<file path="src/rtl/dc_motor_pwm_ctrl.sv">
// dc_motor_pwm_ctrl
// H-bridge PWM controller for a brushed DC motor. Takes a signed percent
// speed command and drives a clockwise / counterclockwise output pair.
// The command is sampled only at period boundaries and slew limited.
// Dead time is inserted on every direction change and around an active
// short-brake. All outputs are registered, so each PWM edge lags the
// counter value that causes it by one cycle.
module dc_motor_pwm_ctrl #(
   parameter int PERIOD_CYCLES = 100000,
   parameter int DEAD_CYCLES   = 1000,
   parameter int RAMP_STEP     = 5
) (
   input  logic              i_Clk,
   input  logic              i_Rst_L,
   input  logic              i_Enable,
   input  logic              i_Brake,
   input  logic signed [7:0] i_Speed,
   output logic              o_Clockwise,
   output logic              o_Counterclockwise,
   output logic              o_Period_Start,
   output logic signed [7:0] o_Duty_Applied,
   output logic              o_Braking
);

   localparam int STEP  = PERIOD_CYCLES / 100;
   localparam int CNT_W = $clog2(PERIOD_CYCLES);
   localparam int TH_W  = $clog2(PERIOD_CYCLES + 1);
   localparam int DC_W  = $clog2(DEAD_CYCLES + 1);

   localparam logic [CNT_W-1:0] CNT_LAST  = CNT_W'(PERIOD_CYCLES - 1);
   localparam logic [DC_W-1:0]  DEAD_LOAD = DC_W'(DEAD_CYCLES);
   localparam logic [TH_W-1:0]  STEP_TH   = TH_W'(STEP);
   localparam logic signed [8:0] RAMP_S9  = 9'(RAMP_STEP);
   localparam logic signed [7:0] RAMP_S8  = 8'(RAMP_STEP);

   typedef enum logic [1:0] {
      ST_IDLE,
      ST_DEAD,
      ST_RUN,
      ST_BRAKE
   } state_t;

   // Saturate the raw command to the -100..+100 percent range; -128 maps to -100.
   function automatic logic signed [7:0] clamp_pct(input logic signed [7:0] v);
      if (v > 8'sd100)
         return 8'sd100;
      if (v < -8'sd100)
         return -8'sd100;
      return v;
   endfunction

   // Move cur toward goal by at most RAMP_STEP; a zero step means jump straight there.
   function automatic logic signed [7:0] ramp_to(input logic signed [7:0] cur,
                                                 input logic signed [7:0] goal);
      logic signed [8:0] diff;
      diff = {goal[7], goal} - {cur[7], cur};
      if (RAMP_STEP == 0)
         return goal;
      if (diff > RAMP_S9)
         return cur + RAMP_S8;
      if (diff < -RAMP_S9)
         return cur - RAMP_S8;
      return goal;
   endfunction

   state_t            state, state_nx;
   logic [CNT_W-1:0]  cnt, cnt_nx;
   logic [DC_W-1:0]   dead_cnt, dead_nx;
   logic signed [7:0] applied, applied_nx;
   logic              brake_req, brake_req_nx;
   logic              last_valid, last_valid_nx;
   logic              last_neg, last_neg_nx;

   logic              at_zero;
   logic signed [7:0] speed_c;
   logic signed [7:0] goal;
   logic signed [7:0] ramped;
   logic signed [7:0] restart;
   logic              applied_pos, applied_neg;
   logic              speed_pos, speed_neg;
   logic              reversal;

   logic              cw_nx, ccw_nx, ps_nx, braking_nx;
   logic signed [7:0] duty_neg;
   logic [7:0]        duty_abs;
   logic [TH_W-1:0]   thresh;

   // Command conditioning: clamp, decide the ramp goal and detect a pending reversal.
   always_comb begin
      at_zero     = (cnt == '0);
      speed_c     = clamp_pct(i_Speed);
      applied_pos = !applied[7] && (applied != 8'sd0);
      applied_neg = applied[7];
      speed_pos   = !speed_c[7] && (speed_c != 8'sd0);
      speed_neg   = speed_c[7];
      // A sign change always ramps through zero first.
      goal        = ((applied_pos && speed_neg) || (applied_neg && speed_pos)) ? 8'sd0 : speed_c;
      ramped      = ramp_to(applied, goal);
      restart     = ramp_to(8'sd0, speed_c);
      reversal    = (applied == 8'sd0) && last_valid && (last_neg ? speed_pos : speed_neg);
   end

   // PWM period counter; parked at zero while disabled.
   always_comb begin
      cnt_nx = '0;
      if (i_Enable)
         cnt_nx = (cnt == CNT_LAST) ? '0 : cnt + CNT_W'(1);
   end

   // Controller FSM next-state, dead-time counter and applied duty update.
   always_comb begin
      state_nx      = state;
      dead_nx       = dead_cnt;
      applied_nx    = applied;
      brake_req_nx  = brake_req;
      last_valid_nx = last_valid;
      last_neg_nx   = last_neg;
      if (!i_Enable) begin
         state_nx      = ST_IDLE;
         dead_nx       = '0;
         applied_nx    = 8'sd0;
         brake_req_nx  = 1'b0;
         last_valid_nx = 1'b0;
         last_neg_nx   = 1'b0;
      end else begin
         case (state)
            ST_IDLE: begin
               state_nx   = ST_DEAD;
               dead_nx    = DEAD_LOAD;
               applied_nx = 8'sd0;
            end
            ST_DEAD: begin
               applied_nx = 8'sd0;
               // A brake request dropped during dead time is simply forgotten.
               brake_req_nx = brake_req && i_Brake;
               if (dead_cnt != '0) begin
                  dead_nx = dead_cnt - DC_W'(1);
               end else if (brake_req && i_Brake) begin
                  state_nx = ST_BRAKE;
               end else if (at_zero) begin
                  // Leaving dead time: the new direction is safe, ramp up from zero.
                  state_nx      = ST_RUN;
                  brake_req_nx  = 1'b0;
                  applied_nx    = restart;
                  last_valid_nx = (restart != 8'sd0);
                  last_neg_nx   = restart[7];
               end
            end
            ST_RUN: begin
               if (i_Brake) begin
                  state_nx     = ST_DEAD;
                  dead_nx      = DEAD_LOAD;
                  brake_req_nx = 1'b1;
                  applied_nx   = 8'sd0;
               end else if (at_zero) begin
                  if (reversal) begin
                     state_nx      = ST_DEAD;
                     dead_nx       = DEAD_LOAD;
                     last_valid_nx = 1'b0;
                  end else begin
                     applied_nx = ramped;
                     if (ramped != 8'sd0) begin
                        last_valid_nx = 1'b1;
                        last_neg_nx   = ramped[7];
                     end
                  end
               end
            end
            ST_BRAKE: begin
               applied_nx = 8'sd0;
               if (!i_Brake) begin
                  state_nx     = ST_DEAD;
                  dead_nx      = DEAD_LOAD;
                  brake_req_nx = 1'b0;
               end
            end
            default: begin
               state_nx   = ST_IDLE;
               applied_nx = 8'sd0;
            end
         endcase
      end
   end

   // Output decode from the next state so outputs change on the same edge as the state.
   always_comb begin
      ps_nx      = i_Enable && at_zero;
      cw_nx      = 1'b0;
      ccw_nx     = 1'b0;
      braking_nx = 1'b0;
      duty_neg   = -applied_nx;
      duty_abs   = applied_nx[7] ? duty_neg : applied_nx;
      thresh     = TH_W'(duty_abs) * STEP_TH;
      case (state_nx)
         ST_RUN: begin
            cw_nx  = !applied_nx[7] && (applied_nx != 8'sd0) && (TH_W'(cnt) < thresh);
            ccw_nx = applied_nx[7] && (TH_W'(cnt) < thresh);
         end
         ST_BRAKE: begin
            cw_nx      = 1'b1;
            ccw_nx     = 1'b1;
            braking_nx = 1'b1;
         end
         default: begin
            cw_nx  = 1'b0;
            ccw_nx = 1'b0;
         end
      endcase
   end

   // State and output registers; reset drops every output immediately.
   always_ff @(posedge i_Clk or negedge i_Rst_L) begin
      if (!i_Rst_L) begin
         state              <= ST_IDLE;
         cnt                <= '0;
         dead_cnt           <= '0;
         applied            <= 8'sd0;
         brake_req          <= 1'b0;
         last_valid         <= 1'b0;
         last_neg           <= 1'b0;
         o_Clockwise        <= 1'b0;
         o_Counterclockwise <= 1'b0;
         o_Period_Start     <= 1'b0;
         o_Duty_Applied     <= 8'sd0;
         o_Braking          <= 1'b0;
      end else begin
         state              <= state_nx;
         cnt                <= cnt_nx;
         dead_cnt           <= dead_nx;
         applied            <= applied_nx;
         brake_req          <= brake_req_nx;
         last_valid         <= last_valid_nx;
         last_neg           <= last_neg_nx;
         o_Clockwise        <= cw_nx;
         o_Counterclockwise <= ccw_nx;
         o_Period_Start     <= ps_nx;
         o_Duty_Applied     <= applied_nx;
         o_Braking          <= braking_nx;
      end
   end

endmodule

</file>
<file path="config.mk">
export PLATFORM = sky130hd
export DESIGN_NAME = dc_motor_pwm_ctrl
export DESIGN_NICKNAME = d
export VERILOG_FILES = /design/src/rtl/dc_motor_pwm_ctrl.sv
export SDC_FILE = /design/constraint.sdc
export NUM_CORES = 1
export LEC_CHECK = 0
export ABC_AREA = 1
export ABC_CLOCK_PERIOD_IN_PS = 8900
export CAP_MARGIN = 20
export CORE_UTILIZATION = 40
export CTS_BUF_LIST = sky130_fd_sc_hd__clkbuf_8
export CTS_CLUSTER_SIZE = 28
export DETAILED_ROUTE_END_ITERATION = 10
export SLEW_MARGIN = 25
export SYNTH_ARGS = -nofsm -noshare
export SYNTH_HDL_FRONTEND = slang
export SYNTH_SLANG_ARGS = --single-unit
</file>
<file path="constraint.sdc">
create_clock -name i_Clk -period 8.9 [get_ports i_Clk]
set_input_delay 1.78 -clock i_Clk [delete_from_list [all_inputs] [get_ports i_Clk]]
set_output_delay 1.78 -clock i_Clk [all_outputs]
set_load 0.02 [all_outputs]
</file>
==> results.md <==
- Synthesized area: 5532 µm²
- 1st-iter DRT viols: 378
- Synth warn: 0
- Slew Limit Headroom: 0.5079
- Layout Cells excl Fill: 1,124
- Fin util: 0.5719
- Worst hold path class: reg -> reg
- PD cells: 94.96 nW/µm²
- Worst Skew: 0.009150 ns
- Reg2Reg Capture Point: o_Counterclockwise$_DFF_PN0_
- TritonCTS clock tree: done
- CP endpoint kind: register
- Slowest-stage cell, CP: fa_1
- Cts bufs inserted: 5
- Post-synthesis register bit count: 44
- Top-count cell post-synth: inv_1
- Critical path buffer and inverter count: 7
- Fill cell total of the finished layout: 1,243
- Unique cell type count in the Yosys netlist: 50
- Syn Inst Count: 772
- Row Count: 42
- Die Ht: 119.6 µm
- Net Sw Power: 0.2705 mW
- Vias: 5,640
- Maximum vdd drop: 0.08819 mV
- Placeable Area: 13,350 µm²
- Flop-to-flop setup slack: 0.35 ns
- Starting Density: 0.4144
- Yosys top cell by area: dfrtp_1
- Least-Margin Pin Slew: 0.7356 ns
- Synth async-reset ratio: 1.000
- Maximum clock frequency: 0.1022 GHz
- Largest net degree at the start of global routing: 45
- Final GP Congestion: 0.9584
- Synth Net Count: 869
- Max Slew Vio Count: 0
- Clock transition at path regs: 0.09 ns
- IO Pins: 24
- Status: finished, violations left
- Initial antenna violation count: 0
- Comb power frac: 0.457
- Hold Path End: cnt[0]$_DFF_PN0_
- Top_reg_cell synth: dfrtp_1
- CTS Hold Bufs: 0
- Vias/cell: 5.018
- Lkg Pwr: 3.959 nW
- Critical path's largest stage delay: 0.56 ns
- Final wirelength: 14,650 µm
- Layout cells sized above 1: 0.3112
- Finish-stage setup viols: 2
- Min Clock Period, post-route: 9.781 ns
- Clock power share: 0.232
- Setup CP Type: in -> reg
- Final WS setup: -0.8806 ns
- Switching share of power: 0.3731
- Register-to-Register Path Depth: 54
- Ranking of synthesized cells by area: dfrtp_1 20%, ha_1 14%, inv_1 9.8%
- Die Width: 119.6 µm
- Reg power frac: 0.311
- RSZ-0062 raised after global routing: yes
- Antenna cells: 0
- Synth top cells by count: 145 x inv_1, 138 x nand2_1, 63 x ha_1
- DR DRC count: 0
- Sequential cell area fraction in the yosys report: 0.1990
- Nets: 1,044
- Drt first pass iters: 6
- Dpl hpwl: 11,810 µm
- Most frequent CP cell: fa_1
- P&R area growth vs syn: 38.00%
- Final ANT Viol Nets: 0
- Clock sink count: 44
- Period utilization: 1.099
- GRT Overall Usage: 0.2148
- Crit path DAT: 10.01 ns
- Maximum fanout along the worst path: 7
- Final Hold Viols: 0
- Post-place setup slack: -1.777 ns
- PortBufs: 23
- Cell class contributing the biggest share of worst-path delay: adder cells
- Bufs on Longest Clock Path: 2
- Req. time, crit path: 9.13 ns
- Worst hold path cell count: 1
- Startpoint Class: primary input
- Final TNS setup: -1.758 ns
- Detail-routed net length per standard cell: 13.04 µm
- Syn_area_per_cell: 7.165 µm²
- Post-synth EDFFs: 0
- Violated checks: negative setup slack
- Remaining Overflow, GRT: 0
- Die area: 14,300 µm²
- Max Cap Violations: 0
- Hold_sp: cnt[0]$_DFF_PN0_
- H-tree levels: 2
- Placed Cells incl. Taps: 1,093
- Vias in the first global route: 5,601
- Internal Power: 0.4544 mW
- First-pass GRT wire length: 25,450 µm
- Clock root cell: clkbuf_8
- R2R Path Start: applied[0]$_DFF_PN0_
- Clock latency on the worst-skew pair: 0.30 ns
- Area share of the leading cell type in the synthesized netlist: 0.1990
what timing repair did:
action                                  in CTS  in global routing
endpoints found under the setup margin       2                  2
pin swaps                                   56                 40
gates resized for setup                     52                 45
setup buffers                               17                  6
worst reg2reg max path, delay by kind of cell (launching register included):
kind / cells / cell delay, ns
fa+ha+maj: 8 / 2.98
simple gates: 24 / 2.30
compound gates: 12 / 1.58
buf+inv: 9 / 1.02
flops: 1 / 0.47
xor+xnor: 1 / 0.17
layer usage:
metal	vias up	GRT usage	routed length [µm]
met1	2665	0.2682	6359
met4	0	0.04688	265
met2	93	0.3967	7624
met3	22	0.02091	404
li1	2860	-	-
met5	-	0	0
cells by family after synthesis:
kind of cell	share of synthesized area
xor gates and xnor gates	0.03483
buffers and inverters	0.1181
adders and majority gates	0.2221
and+or+nand+nor	0.2993
AOI/OAI and AO/OA	0.1267
DFF	0.1991
cell usage in the layout, fill, tap and decap left out, drive strengths merged, types with 5 or more instances in the layout:
| cell type | netlist | routed |
|---|---|---|
| nand4 | 18 | 18 |
| fa | 22 | 22 |
| nor4 | 9 | 9 |
| o21ai | 37 | 37 |
| dfrtp | 44 | 44 |
| a21oi | 47 | 47 |
| xor2 | 17 | 17 |
| or2 | 5 | 5 |
| nor3 | 23 | 23 |
| a31oi | 5 | 5 |
| xnor2 | 5 | 5 |
| o21bai | 6 | 6 |
| nor2 | 69 | 69 |
| clkbuf | 3 | 7 |
| clkdlybuf4s50 | 0 | 16 |
| nand3 | 48 | 48 |
| nand2 | 160 | 160 |
| buf | 4 | 157 |
| ha | 63 | 63 |
| inv | 159 | 159 |
worst max-delay path by stage:
stage / cells after the start / slack [ns] / to / start
2_1_floorplan: 60 / -0.77 / o_Clockwise$_DFF_PN0_ / i_Speed[4]
3_3_place_gp: 55 / -1.60 / o_Clockwise$_DFF_PN0_ / i_Speed[4]
3_5_place_dp: 62 / -1.78 / o_Counterclockwise$_DFF_PN0_ / i_Speed[4]
4_1_cts: 60 / -0.78 / o_Counterclockwise$_DFF_PN0_ / i_Speed[4]
5_1_grt: 52 / -1.44 / o_Counterclockwise$_DFF_PN0_ / i_Speed[3]
6_report: 52 / -0.88 / o_Counterclockwise$_DFF_PN0_ / i_Speed[4]
per-stage QoR:
stage / power, mW / instance area (µm²) / hold WS, ns
4_1_cts: 0.7131 / 7396 / 0.4666
3_3_place_gp: 0.5174 / 7008 / 0.4441
6_report: 0.7249 / 7634 / 0.4603
2_1_floorplan: 0.4229 / 5640 / 0.4322
5_1_grt: 0.7811 / 7634 / 0.4939
3_5_place_dp: 0.5253 / 7019 / 0.4525
layout make-up:
class	instances	area [µm²]	share of cell area
clock inverters	2	38.79	0.005081
inverters	159	606.8	0.07950
flip-flops and latches	44	1101	0.1442
clock buffers	6	82.58	0.01082
multi-input cells	562	4174	0.5468
repair buffers	175	1410	0.1847
well taps	176	220.2	0.02885
registers in the layout, summed over array words and instances, names as in the netlist:
| name | cells |
|---|---|
| cnt | 17 |
| dead_cnt | 10 |
| applied | 8 |
| state | 2 |
| brake_req | 1 |
| last_neg | 1 |
| last_valid | 1 |
| o_Braking | 1 |
| o_Clockwise | 1 |
| o_Counterclockwise | 1 |
| o_Period_Start | 1 |
power groups by stage:
stage / Clock, mW / Combinational (mW) / Sequential (mW)
after floorplan: 0 / 0.195 / 0.228
after global placement: 0 / 0.289 / 0.229
after detailed placement: 0 / 0.296 / 0.229
after CTS: 0.176 / 0.312 / 0.225
after global routing: 0.183 / 0.371 / 0.228
final: 0.168 / 0.331 / 0.225
Note: power is estimated with default switching activity, not from simulation.
